File: src/rtl/fechadura_pkg.sv
// Shared definitions for the door-lock control unit: state codes, ASCII keys, timer sizing.
package fechadura_pkg;

  typedef enum logic [3:0] {
    S_INICIAL   = 4'b0000,
    S_ESPERA    = 4'b0001,
    S_ARMAZENA  = 4'b0010,
    S_COMPARA   = 4'b0011,
    S_ABERTO    = 4'b0100,
    S_ERRO      = 4'b0101,
    S_BLOQUEADO = 4'b0110
  } estado_t;

  localparam logic [7:0] ASCII_0    = 8'h30;
  localparam logic [7:0] ASCII_9    = 8'h39;
  localparam logic [7:0] ASCII_AST  = 8'h2A;
  localparam logic [7:0] ASCII_HASH = 8'h23;
  localparam logic [7:0] ASCII_F    = 8'h46;

  localparam logic [3:0] DB_INVALIDO = 4'b1111;

  // Counter width able to hold the terminal count of the longest window.
  function automatic int unsigned largura_timer(input int unsigned a, input int unsigned b);
    int unsigned m;
    m = (a > b) ? a : b;
    return (m > 1) ? $clog2(m) : 1;
  endfunction

endpackage

File: src/rtl/contador_tempo.sv
// Saturating up-counter; fim flags the M-th cycle since the last clear.
module contador_tempo #(
  parameter int unsigned M = 8,
  parameter int unsigned W = 3
) (
  input  logic clock,
  input  logic reset,
  input  logic clear,
  input  logic enable,
  output logic fim
);

  localparam logic [W-1:0] TERMINAL = W'(M - 1);

  logic [W-1:0] contagem_q, contagem_d;

  // Clear dominates; count only while enabled and below terminal.
  always_comb begin
    contagem_d = contagem_q;
    if (clear) begin
      contagem_d = '0;
    end else if (enable && (contagem_q != TERMINAL)) begin
      contagem_d = contagem_q + W'(1);
    end
  end

  // Count register.
  always_ff @(posedge clock or posedge reset) begin
    if (reset) contagem_q <= '0;
    else       contagem_q <= contagem_d;
  end

  assign fim = (contagem_q == TERMINAL);

endmodule

File: src/rtl/fechadura_uc.sv
// Door-lock control unit: assembles keypad digits, checks the code, times open/lockout windows.
module fechadura_uc
  import fechadura_pkg::*;
#(
  parameter int unsigned N_DIGITOS      = 4,
  parameter logic [15:0] SENHA          = 16'h1234,
  parameter int unsigned TEMPO_ABERTO   = 50_000_000,
  parameter int unsigned MAX_TENTATIVAS = 3,
  parameter int unsigned TEMPO_BLOQUEIO = 500_000_000
) (
  input  logic       clock,
  input  logic       reset,
  input  logic       fimRecepcao,
  input  logic [7:0] dado,
  output logic       abrir,
  output logic       bloqueado,
  output logic       erro,
  output logic [2:0] digitos,
  output logic [2:0] tentativas,
  output logic [3:0] dbEstado
);

  localparam int unsigned TW      = largura_timer(TEMPO_ABERTO, TEMPO_BLOQUEIO);
  localparam logic [2:0]  N_DIG   = 3'(N_DIGITOS);
  localparam logic [2:0]  MAX_T   = 3'(MAX_TENTATIVAS);
  localparam logic [15:0] MASCARA = 16'((64'd1 << (4 * N_DIGITOS)) - 64'd1);

  estado_t     estado_q, estado_d;
  logic [15:0] buffer_q, buffer_d;
  logic [2:0]  digitos_q, digitos_d;
  logic [2:0]  tentativas_q, tentativas_d;
  logic [3:0]  digito_q, digito_d;

  logic eh_digito, eh_ast, eh_hash, eh_f, igual, cabe_digito;
  logic no_aberto, no_bloqueio, fim_aberto, fim_bloqueio;

  assign eh_digito   = (dado >= ASCII_0) && (dado <= ASCII_9);
  assign eh_ast      = (dado == ASCII_AST);
  assign eh_hash     = (dado == ASCII_HASH);
  assign eh_f        = (dado == ASCII_F);
  assign cabe_digito = (digitos_q < N_DIG);
  assign igual       = (digitos_q == N_DIG) && ((buffer_q & MASCARA) == (SENHA & MASCARA));
  assign no_aberto   = (estado_q == S_ABERTO);
  assign no_bloqueio = (estado_q == S_BLOQUEADO);

  // Window timers are held clear outside their state, so each entry starts from zero.
  contador_tempo #(.M(TEMPO_ABERTO), .W(TW)) u_tempo_aberto (
    .clock  (clock),
    .reset  (reset),
    .clear  (!no_aberto),
    .enable (no_aberto),
    .fim    (fim_aberto)
  );

  contador_tempo #(.M(TEMPO_BLOQUEIO), .W(TW)) u_tempo_bloqueio (
    .clock  (clock),
    .reset  (reset),
    .clear  (!no_bloqueio),
    .enable (no_bloqueio),
    .fim    (fim_bloqueio)
  );

  // State register.
  always_ff @(posedge clock or posedge reset) begin
    if (reset) estado_q <= S_INICIAL;
    else       estado_q <= estado_d;
  end

  // Next-state logic.
  always_comb begin
    estado_d = estado_q;
    case (estado_q)
      S_INICIAL: estado_d = S_ESPERA;
      S_ESPERA: begin
        if (fimRecepcao) begin
          if (eh_digito && cabe_digito) estado_d = S_ARMAZENA;
          else if (eh_hash)             estado_d = S_COMPARA;
        end
      end
      S_ARMAZENA: estado_d = S_ESPERA;
      S_COMPARA:  estado_d = igual ? S_ABERTO : S_ERRO;
      S_ABERTO: begin
        if (fim_aberto || (fimRecepcao && eh_f)) estado_d = S_ESPERA;
      end
      S_ERRO:      estado_d = ((tentativas_q + 3'd1) == MAX_T) ? S_BLOQUEADO : S_ESPERA;
      S_BLOQUEADO: if (fim_bloqueio) estado_d = S_ESPERA;
      default:     estado_d = S_INICIAL;
    endcase
  end

  // Moore output decode.
  always_comb begin
    abrir     = 1'b0;
    bloqueado = 1'b0;
    erro      = 1'b0;
    dbEstado  = DB_INVALIDO;
    case (estado_q)
      S_INICIAL, S_ESPERA, S_ARMAZENA, S_COMPARA: dbEstado = estado_q;
      S_ABERTO: begin
        abrir    = 1'b1;
        dbEstado = estado_q;
      end
      S_ERRO: begin
        erro     = 1'b1;
        dbEstado = estado_q;
      end
      S_BLOQUEADO: begin
        bloqueado = 1'b1;
        dbEstado  = estado_q;
      end
      default: dbEstado = DB_INVALIDO;
    endcase
  end

  // Digit buffer, digit count and failure count updates.
  always_comb begin
    buffer_d     = buffer_q;
    digitos_d    = digitos_q;
    tentativas_d = tentativas_q;
    digito_d     = digito_q;
    case (estado_q)
      S_INICIAL: begin
        buffer_d  = '0;
        digitos_d = '0;
      end
      S_ESPERA: begin
        if (fimRecepcao && eh_digito && cabe_digito) digito_d = dado[3:0];
        if (fimRecepcao && eh_ast) begin
          buffer_d  = '0;
          digitos_d = '0;
        end
      end
      S_ARMAZENA: begin
        buffer_d  = {buffer_q[11:0], digito_q};
        digitos_d = digitos_q + 3'd1;
      end
      S_COMPARA: begin
        buffer_d  = '0;
        digitos_d = '0;
        if (igual) tentativas_d = '0;
      end
      S_ERRO:      tentativas_d = tentativas_q + 3'd1;
      S_BLOQUEADO: if (fim_bloqueio) tentativas_d = '0;
      default: begin
        buffer_d  = '0;
        digitos_d = '0;
      end
    endcase
  end

  // Datapath registers.
  always_ff @(posedge clock or posedge reset) begin
    if (reset) begin
      buffer_q     <= '0;
      digitos_q    <= '0;
      tentativas_q <= '0;
      digito_q     <= '0;
    end else begin
      buffer_q     <= buffer_d;
      digitos_q    <= digitos_d;
      tentativas_q <= tentativas_d;
      digito_q     <= digito_d;
    end
  end

  assign digitos    = digitos_q;
  assign tentativas = tentativas_q;

endmodule

File: config.mk
export PLATFORM = sky130hd
export DESIGN_NAME = fechadura_uc
export DESIGN_NICKNAME = d
export VERILOG_FILES = /design/src/rtl/fechadura_pkg.sv /design/src/rtl/contador_tempo.sv /design/src/rtl/fechadura_uc.sv
export SDC_FILE = /design/constraint.sdc
export NUM_CORES = 1
export LEC_CHECK = 0
export CORE_UTILIZATION = 40
export DETAILED_ROUTE_END_ITERATION = 16
export DONT_BUFFER_PORTS = 1
export HOLD_SLACK_MARGIN = 0.05
export PLACE_DENSITY = 0.6
export SETUP_SLACK_MARGIN = 0.2
export SYNTH_ARGS = -nofsm -noshare
export SYNTH_HDL_FRONTEND = slang
export SYNTH_HIERARCHICAL = 1
export SYNTH_SLANG_ARGS = --single-unit
File: constraint.sdc
create_clock -name clock -period 5.13 [get_ports clock]
set_input_delay 0.7695 -clock clock [delete_from_list [all_inputs] [get_ports clock]]
set_output_delay 0.7695 -clock clock [all_outputs]
set_load 0.02 [all_outputs]
==> results of run 1 <==
-- synth_stat cells, types with 2 or more instances --
cell type,n
nand4_1,20
o31ai_1,5
a21oi_1,27
nand4_2,3
mux2i_1,3
and4_4,2
nor2b_1,21
nor4_1,5
or3_1,14
nand2_1,28
and3_1,10
inv_1,19
a22o_1,17
nor2_1,52
a211oi_1,3
nand3b_1,4
nor3_1,13
nor4bb_1,4
nand4b_1,3
mux2_2,14
or4_1,5
nor3b_1,2
o21ai_0,13
ha_1,6
clkbuf_1,17
xnor2_1,6
nand3_1,22
dfrtp_1,87
and4_1,6
and2_1,2
nand2b_1,3
mux2_1,9
xor2_1,15
o211ai_1,2
nor4b_1,5
buf_2,7
-- cell type report --
type / instances / area (µm²)
sequential: 87 / 2180
timing repair buffer: 4 / 30.0
multi-input combinational: 370 / 2490
tap: 143 / 179
fill: 1135 / 6370
inverter: 20 / 75.1
clock buffer: 9 / 225
clock inverter: 7 / 71.3
-- routing by layer --
layer  global-route usage [%]  vias up  share of wire (%)
met1                     23.8     1834                 48
met3                     4.70       11                4.1
met4                     7.02        0                1.7
li1                         -     1797                  -
met5                        0        -                  0
met2                     27.3       61                 46
-- worst max-delay path, cell delays in order, from the launching register on --
cell and delay (ns):
dfrtp_1 0.72, inv_1 0.20, or3_1 0.40, buf_4 0.28, inv_1 0.56, inv_2 0.16, or4_4 0.57, nor3_1 0.20
mux2_1 0.35
-- state kept, by name, indices dropped and copies added, names as in the netlist --
register,cells
buffer_q,16
estado_q,3
digito_q,4
u_tempo_aberto/contagem_q,29
digitos,3
u_tempo_bloqueio/contagem_q,29
tentativas,3
-- cell families after synthesis --
logic type,share of synthesized area (%)
AOI/OAI and AO/OA,11.8
xor gates and xnor gates,3.79
adders and majority gates,1.55
buffers and inverters,4.00
DFF,44.9
muxes,5.96
and+or+nand+nor,28.1
-- final timing paths --
kind / endpoint / from / slack, ns / depth (start not counted)
worst max-delay path: u_tempo_aberto/contagem_q[28] / estado_q[2] / 1.54 / 8
max in group asynchronous: u_tempo_bloqueio/contagem_q[6] / reset / 3.85 / 1
worst max register to register: u_tempo_aberto/contagem_q[28] / estado_q[2] / 1.54 / 8
worst min register to register: buffer_q[0] / digito_q[0] / 0.50 / 1
min in group clock: buffer_q[0] / digito_q[0] / 0.50 / 1
worst min-delay path: u_tempo_aberto/contagem_q[2] / reset / 0.39 / 2
-- metrics by stage --
stage | worst slack, ns | total power, mW | hold WS, ns | utilization (%)
detailed placement | 1.54 | 1.02 | 0.492 | 42.6
global placement | 1.71 | 1.01 | 0.482 | 42.6
finish | 1.54 | 1.66 | 0.388 | 45.2
global route | 1.28 | 1.74 | 0.410 | 45.2
CTS | 1.53 | 1.69 | 0.386 | 45.2
floorplan | 2.47 | 0.981 | 0.457 | -
-- power groups by stage --
stage	combinational [mW]	clock (mW)	sequential, mW
after global routing	0.238	0.701	0.805
after global placement	0.204	0	0.807
after detailed placement	0.209	0	0.811
after CTS	0.210	0.680	0.797
final	0.207	0.660	0.797
after floorplan	0.210	0	0.771
==> flow_metrics.py, run 1 <==
metrics = {
    "place": {
        "placed_area_um2": 4950,
        "place_congestion": 0.798,
        "dpl.hpwl_um": 6880,
        "place_inst": 624,
        "port_buffers": 0,
    },
    "worst_setup_path": {
        "cp.required_ns": 5.36,
        "critical_path_arrival_ns": 3.82,
        "critPathLaunchType": "register",
        "worstSetupPathType": "reg -> reg",
        "end_kind": "register",
        "critPathMaxFanout": 49,
    },
    "clocking": {
        "cts_root_buf": "clkbuf_16",
        "postCtsSetupRepairBufs": 0,
        "cts_made_buffers": 9,
        "cts_tree": "done",
        "cts_num_sinks": 87,
        "htree_levels": 3,
        "cts.clk_slew.worst_paths_ns": 0.07,
        "clock_latency_ns": 0.35,
        "cts_max_path_buffers": 2,
        "postCtsHoldBufs": 0,
        "post_cts_resize_count": 0,
    },
    "synth": {
        "synthFlopType": "dfrtp_1",
        "seq_area_frac_synth_pct": 44.9,
        "synthCells": 504,
        "ys.warnings.count": 6,
        "synth_area_leaders": "dfrtp_1 (45%), nor2_1 (4.0%), mux2_2 (3.2%), a22o_1 (3.1%), a21oi_1 (2.8%)",
        "synth_area_um2": 4850,
        "ys_types": 66,
        "synth.largest_area_cell": "dfrtp_1",
        "synth_nets": 521,
        "synth_top_cell_area_share_pct": 44.9,
        "ys_ff_latch": 87,
        "synth-edff-count": 0,
        "synth_area_per_cell_um2": 9.63,
        "async_reset_ff_share_pct": 100,
    },
    "drt": {
        "routed_wl_um": 10200,
        "drt-initial-drc-count": 205,
        "vias": 3703,
        "ant_nets": 0,
        "drc_errors": 1,
        "detail_route.wl_per_cell_um": 16.0,
        "via_per_inst": 5.79,
        "dr.pass1.iters": 10,
    },
    "worst_hold_path": {
        "worstHoldPathType": "in -> async",
    },
    "power": {
        "power_density_nw_per_um2": 317,
        "power.switching_mw": 0.490,
        "peakVddDrop_mv": 0.217,
        "switching_share_pct": 29.4,
        "seqPwrFrac_pct": 47.9,
        "internal_power_mw": 1.17,
        "clockPowerShare_pct": 39.7,
        "power_frac_comb_pct": 12.4,
        "leakage_nw": 2.15,
    },
    "floorplanning": {
        "core-area_um2": 11600,
        "design.die.area_um2": 12600,
        "initial_core_util_pct": 41.8,
        "die_h_um": 112,
        "num_io_pins": 24,
        "rows": 39,
        "die_w_um": 112,
    },
    "sta": {
        "skew_ns": 0.0110,
        "fmax_mhz": 278,
        "slew_viol_final": 0,
        "finalHoldViolations": 0,
        "slew_headroom_pct": 25.1,
        "fin_crit_ns": 3.59,
        "rsz0062_at_grt": "false",
        "fin_tns_setup_ns": 0,
        "setup_viol": 0,
        "worst_pin_slew_ns": 1.12,
        "fin_crit_sh_pct": 70.1,
    },
    "global_route": {
        "grt_pass1_vias": 3712,
        "grt_overflow": 0,
        "grt_usage_pct": 17.7,
        "antenna_found_initial": 0,
        "grt_pass1_wl_um": 17900,
        "grt_max_degree": 50,
    },
    "layout": {
        "nets": 509,
        "final_cell_mix": "dfrtp_1 (87), nor2_1 (52), nand2_1 (28), a21oi_1 (27), nand3_1 (22)",
        "num_antenna_cells": 0,
        "layout_commonest_cell": "dfrtp_1",
        "final_area_um2": 5250,
        "fin_cells": 640,
        "area_growth_pct": 8.07,
        "drive_gt1_share_pct": 10.5,
    },
    "job": {
        "maxCapViolCount": 0,
    },
    "outcome": {
        "status": "finished, violations left",
        "violations": "DRC",
    },
}
Note: power is estimated with default switching activity, not from simulation.
==> inputs of run 2 (changes only) <==
- clock period: 5.13 -> 3.5 ns (I/O delays scaled with it)
==> flow_metrics.py, run 2 (synthesized netlist as in run 1, its figures left out) <==
metrics = {
    "clocking": {
        "cts_num_sinks": 87,
        "cts.clk_slew.worst_paths_ns": 0.07,
        "cts_tree": "done",
        "postCtsSetupRepairBufs": 0,
        "cts_made_buffers": 9,
        "clock_latency_ns": 0.34,
        "postCtsHoldBufs": 0,
        "post_cts_resize_count": 0,
        "cts_max_path_buffers": 2,
        "cts_root_buf": "clkbuf_16",
        "htree_levels": 3,
    },
    "power": {
        "peakVddDrop_mv": 0.497,
        "leakage_nw": 2.17,
        "power_density_nw_per_um2": 479,
    },
    "global_route": {
        "grt_overflow": 0,
        "antenna_found_initial": 0,
        "grt_usage_pct": 17.4,
        "grt_pass1_vias": 3604,
        "grt_pass1_wl_um": 17500,
        "grt_max_degree": 49,
    },
    "drt": {
        "routed-wl-met2_um": 4560,
        "drc_errors": 1,
        "top_layer": "met4",
        "drt-initial-drc-count": 212,
        "dr.pass1.iters": 10,
        "vias": 3702,
        "ant_nets": 0,
        "detail_route.wl_per_cell_um": 15.6,
        "m1WireLength_um": 4950,
        "dr_wl_met3_um": 386,
        "via_per_inst": 5.76,
        "routed_wl_um": 10000,
    },
    "sta": {
        "fin_tns_setup_ns": 0,
        "finalHoldViolations": 0,
        "setup_viol": 0,
        "fin_crit_ns": 2.68,
        "slew_viol_final": 0,
        "skew_ns": 0.00645,
        "fin_crit_sh_pct": 76.7,
        "slew_headroom_pct": 25.9,
        "worst_pin_slew_ns": 1.11,
        "worst_slack_ns": 0.817,
        "rsz0062_at_grt": "false",
        "fmax_mhz": 373,
    },
    "worst_setup_path": {
        "end_kind": "register",
        "cp_slowest_cell": "dfrtp_1",
        "critical_path_arrival_ns": 2.91,
        "critPathLaunchType": "register",
        "cp.required_ns": 3.73,
        "cpPeakStageDelay_ns": 0.57,
        "cp_num_buf_inv": 2,
        "worstSetupPathType": "reg -> reg",
        "critPathMaxFanout": 12,
        "cp_top_family": "simple AND/OR/NAND/NOR gates",
        "worstPathCellList": "or3_1 -> inv_1 -> buf_4 -> nand3_1 -> nor4_1 -> mux2_1",
    },
    "layout": {
        "drive_gt1_share_pct": 11.0,
        "num_antenna_cells": 0,
        "area_growth_pct": 9.23,
        "nets": 512,
        "layout_commonest_cell": "dfrtp_1",
        "largestRegisters": "u_tempo_aberto/contagem_q (29), u_tempo_bloqueio/contagem_q (29), buffer_q (16)",
        "final_cell_mix": "dfrtp_1 (87), nor2_1 (52), nand2_1 (28), a21oi_1 (27), nand3_1 (22)",
    },
    "floorplanning": {
        "core-area_um2": 11600,
        "die_h_um": 112,
        "die_w_um": 112,
        "initial_core_util_pct": 41.8,
        "rows": 39,
        "design.die.area_um2": 12600,
        "num_io_pins": 24,
    },
    "place": {
        "dpl.hpwl_um": 6860,
        "place_congestion": 0.788,
        "pre_cts_ws_ns": 0.826,
        "port_buffers": 0,
    },
    "outcome": {
        "status": "finished, violations left",
        "violations": "DRC",
    },
    "worst_hold_path": {
        "worstHoldPathType": "in -> async",
    },
    "job": {
        "maxCapViolCount": 0,
    },
}
[run 2: cell types whose count changed in the layout (fill, tap and decap cells not counted)]
cell / before / now
buf_4: 4 / 7
bufinv_16: 1 / 2
clkbuf_8: 0 / 1
clkinv_2: 3 / 0
clkinv_4: 2 / 0
clkinvlp_4: 0 / 3
[run 2: power by group]
| group | total [mW] | leakage [nW] | internal, mW | switching (mW) |
|---|---|---|---|---|
| Sequential | 1.15 | 1.20 | 1.06 | 0.0936 |
| Clock | 1.06 | 0.151 | 0.647 | 0.412 |
| Combinational | 0.331 | 0.818 | 0.119 | 0.213 |
| Total | 2.54 | 2.17 | 1.82 | 0.719 |
[run 2: per-stage QoR]
step           hold WS [ns]  total power, mW  std cells  cell area (µm²)  util, %
2_1_floorplan         0.457             1.44        504             4850        -
3_3_place_gp          0.478             1.49        627             4970     42.8
3_5_place_dp          0.487             1.50        627             4970     42.8
4_1_cts               0.134             2.56        643             5300     45.6
5_1_grt               0.148             2.66        643             5300     45.6
6_report              0.124             2.54        643             5300     45.6
[run 2: area by class of cell]
class                      count  area, µm²
multi-input combinational    370       2490
fill                        1098       6310
tap                          143        179
timing repair buffer           7       52.6
sequential                    87       2180
clock buffer                  10        239
inverter                      20       75.1
clock inverter                 6       91.3
[run 2: final timing paths]
kind | startpoint | to | slack (ns) | cells after the start
max in group asynchronous | reset | buffer_q[14] | 2.48 | 1
min in group clock | dado[3] | digito_q[3] | 0.33 | 1
setup / recovery | estado_q[0] | u_tempo_aberto/contagem_q[26] | 0.82 | 6
hold reg to reg | digito_q[1] | buffer_q[1] | 0.51 | 1
setup reg to reg | estado_q[0] | u_tempo_aberto/contagem_q[26] | 0.82 | 6
hold / removal | reset | u_tempo_aberto/contagem_q[0] | 0.12 | 1
[run 2: metal layers]
layer / up-vias / GRT usage [%]
met5: - / 0
met2: 57 / 27.7
met4: 0 / 5.60
met1: 1818 / 23.0
li1: 1818 / -
met3: 9 / 4.86
==> inputs of run 3 (changes only) <==
- PLACE_DENSITY: 0.6 -> 0.62
- clock period: 3.5 -> 2.3 ns (I/O delays scaled with it)
==> flow_metrics.py, run 3 (synthesized netlist as in run 1, its figures left out) <==
metrics = {
    "place": {
        "place_congestion": 0.775,
        "port_buffers": 0,
        "pre_cts_ws_ns": 0.195,
        "dpl.hpwl_um": 6910,
    },
    "global_route": {
        "grt_max_degree": 49,
        "grt_pass1_wl_um": 17600,
        "grt_usage_pct": 17.4,
        "grt_overflow": 0,
        "grt_pass1_vias": 3648,
        "antenna_found_initial": 0,
    },
    "power": {
        "peakVddDrop_mv": 0.525,
        "power.switching_mw": 1.12,
        "power_frac_comb_pct": 15.3,
        "switching_share_pct": 29.5,
        "leakage_nw": 2.21,
        "clockPowerShare_pct": 39.6,
        "internal_power_mw": 2.66,
        "power_density_nw_per_um2": 698,
        "seqPwrFrac_pct": 45.2,
    },
    "clocking": {
        "cts_made_buffers": 9,
        "cts_root_buf": "clkbuf_16",
        "cts.clk_slew.worst_paths_ns": 0.07,
        "cts_num_sinks": 87,
        "clock_latency_ns": 0.35,
        "htree_levels": 3,
        "postCtsSetupRepairBufs": 0,
        "cts_max_path_buffers": 2,
        "cts_tree": "done",
    },
    "outcome": {
        "status": "finished, final reports clean",
    },
    "sta": {
        "fin_crit_ns": 2.01,
        "slew_headroom_pct": 58.1,
        "slew_viol_final": 0,
        "holdWs_ns": 0.146,
        "worst_pin_slew_ns": 0.625,
        "rsz0062_at_grt": "true",
        "skew_ns": 0.00960,
        "finalHoldViolations": 0,
        "worst_slack_ns": 0.286,
        "fin_crit_sh_pct": 87.6,
        "fmax_mhz": 496,
        "fin_tns_setup_ns": 0,
        "setup_viol": 0,
    },
    "floorplanning": {
        "initial_core_util_pct": 41.8,
        "core-area_um2": 11600,
        "design.die.area_um2": 12600,
        "die_w_um": 112,
        "rows": 39,
        "num_io_pins": 24,
        "die_h_um": 112,
    },
    "worst_setup_path": {
        "cp_top_family": "simple AND/OR/NAND/NOR gates",
        "critPathMaxFanout": 9,
        "ff2ff_setup_slack_ns": 0.29,
        "worstPathCellList": "ha_1 -> and3_1 -> and4bb_4 -> and2_1 -> nor4b_2 -> o31ai_2 -> o311ai_1 -> o2bb2ai_1",
        "cp.required_ns": 2.52,
        "cpPeakStageDelay_ns": 0.41,
        "rr_worst_depth": 8,
        "worstSetupPathType": "reg -> reg",
        "end_kind": "register",
        "critical_path_arrival_ns": 2.24,
        "cp_num_buf_inv": 0,
        "critPathLaunchType": "register",
        "worst-path-stages": 8,
        "cp_slowest_cell": "dfrtp_1",
    },
    "layout": {
        "nets": 524,
        "layout_commonest_cell": "dfrtp_1",
        "largestRegisters": "u_tempo_aberto/contagem_q (29), u_tempo_bloqueio/contagem_q (29), buffer_q (16)",
        "final_cell_mix": "dfrtp_1 (87), nor2_1 (52), nand2_1 (28), a21oi_1 (27), nand3_1 (22)",
        "num_antenna_cells": 0,
        "area_growth_pct": 11.6,
        "drive_gt1_share_pct": 15.0,
    },
    "drt": {
        "drc_errors": 0,
        "ant_nets": 0,
        "detail_route.wl_per_cell_um": 15.3,
        "vias": 3773,
        "routed_wl_um": 10000,
        "dr.pass1.iters": 4,
        "drt-initial-drc-count": 165,
        "via_per_inst": 5.76,
    },
    "job": {
        "maxCapViolCount": 0,
    },
    "worst_hold_path": {
        "worstHoldPathType": "in -> reg",
        "whs_path_depth": 1,
    },
}
## run 3: stage by stage
stage	power, mW	instance area (µm²)	utilization, %	std cells
2_1_floorplan	2.22	4900	-	504
3_3_place_gp	2.30	5070	43.7	638
3_5_place_dp	2.31	5070	43.7	638
4_1_cts	3.82	5390	46.4	655
5_1_grt	3.98	5420	46.6	655
6_report	3.78	5420	46.6	655
## run 3: final timing paths
kind,startpoint,endpoint
setup / recovery,u_tempo_aberto/contagem_q[0],estado_q[0]
setup reg to reg,u_tempo_aberto/contagem_q[0],estado_q[0]
max in group asynchronous,reset,u_tempo_bloqueio/contagem_q[11]
min in group asynchronous,reset,u_tempo_aberto/contagem_q[0]
hold / removal,dado[0],digito_q[0]
hold reg to reg,digito_q[0],buffer_q[0]
## run 3: per-layer routing
| layer | share of wire, % | wire [µm] | GRT usage, % |
|---|---|---|---|
| met5 | 0 | 0 | 0 |
| met2 | 46 | 4630 | 26.5 |
| met3 | 4.4 | 438 | 5.24 |
| met1 | 48 | 4840 | 24.0 |
| met4 | 1.3 | 127 | 5.33 |
## run 3: what timing repair did
action / CTS / global route
hold buffers: 1 / 0
pin swaps: 0 / 1
gates cloned: 0 / 0
setup endpoints to repair: 1 / 7
gates resized for setup: 1 / 6
endpoints found under the hold margin: 72 / 0
## run 3: worst register-to-register path, cell delays in order (launching register included)
cell	delay, ns
dfrtp_1	0.41
ha_1	0.22
and3_1	0.19
and4bb_4	0.23
and2_1	0.19
nor4b_2	0.30
o31ai_2	0.13
o311ai_1	0.10
o2bb2ai_1	0.12
## run 3: area by class of cell
class / count / area (µm²)
fill: 1106 / 6200
multi-input combinational: 370 / 2530
sequential: 87 / 2180
clock buffer: 9 / 225
tap: 143 / 179
timing repair buffer: 19 / 145
inverter: 20 / 82.6
clock inverter: 7 / 80.1
## run 3: power by group through the flow
stage | clock network, mW | logic [mW] | registers [mW]
global placement | 0 | 0.564 | 1.73
floorplan | 0 | 0.500 | 1.72
finish | 1.50 | 0.577 | 1.71
global route | 1.61 | 0.654 | 1.72
detailed placement | 0 | 0.569 | 1.74
CTS | 1.54 | 0.573 | 1.71
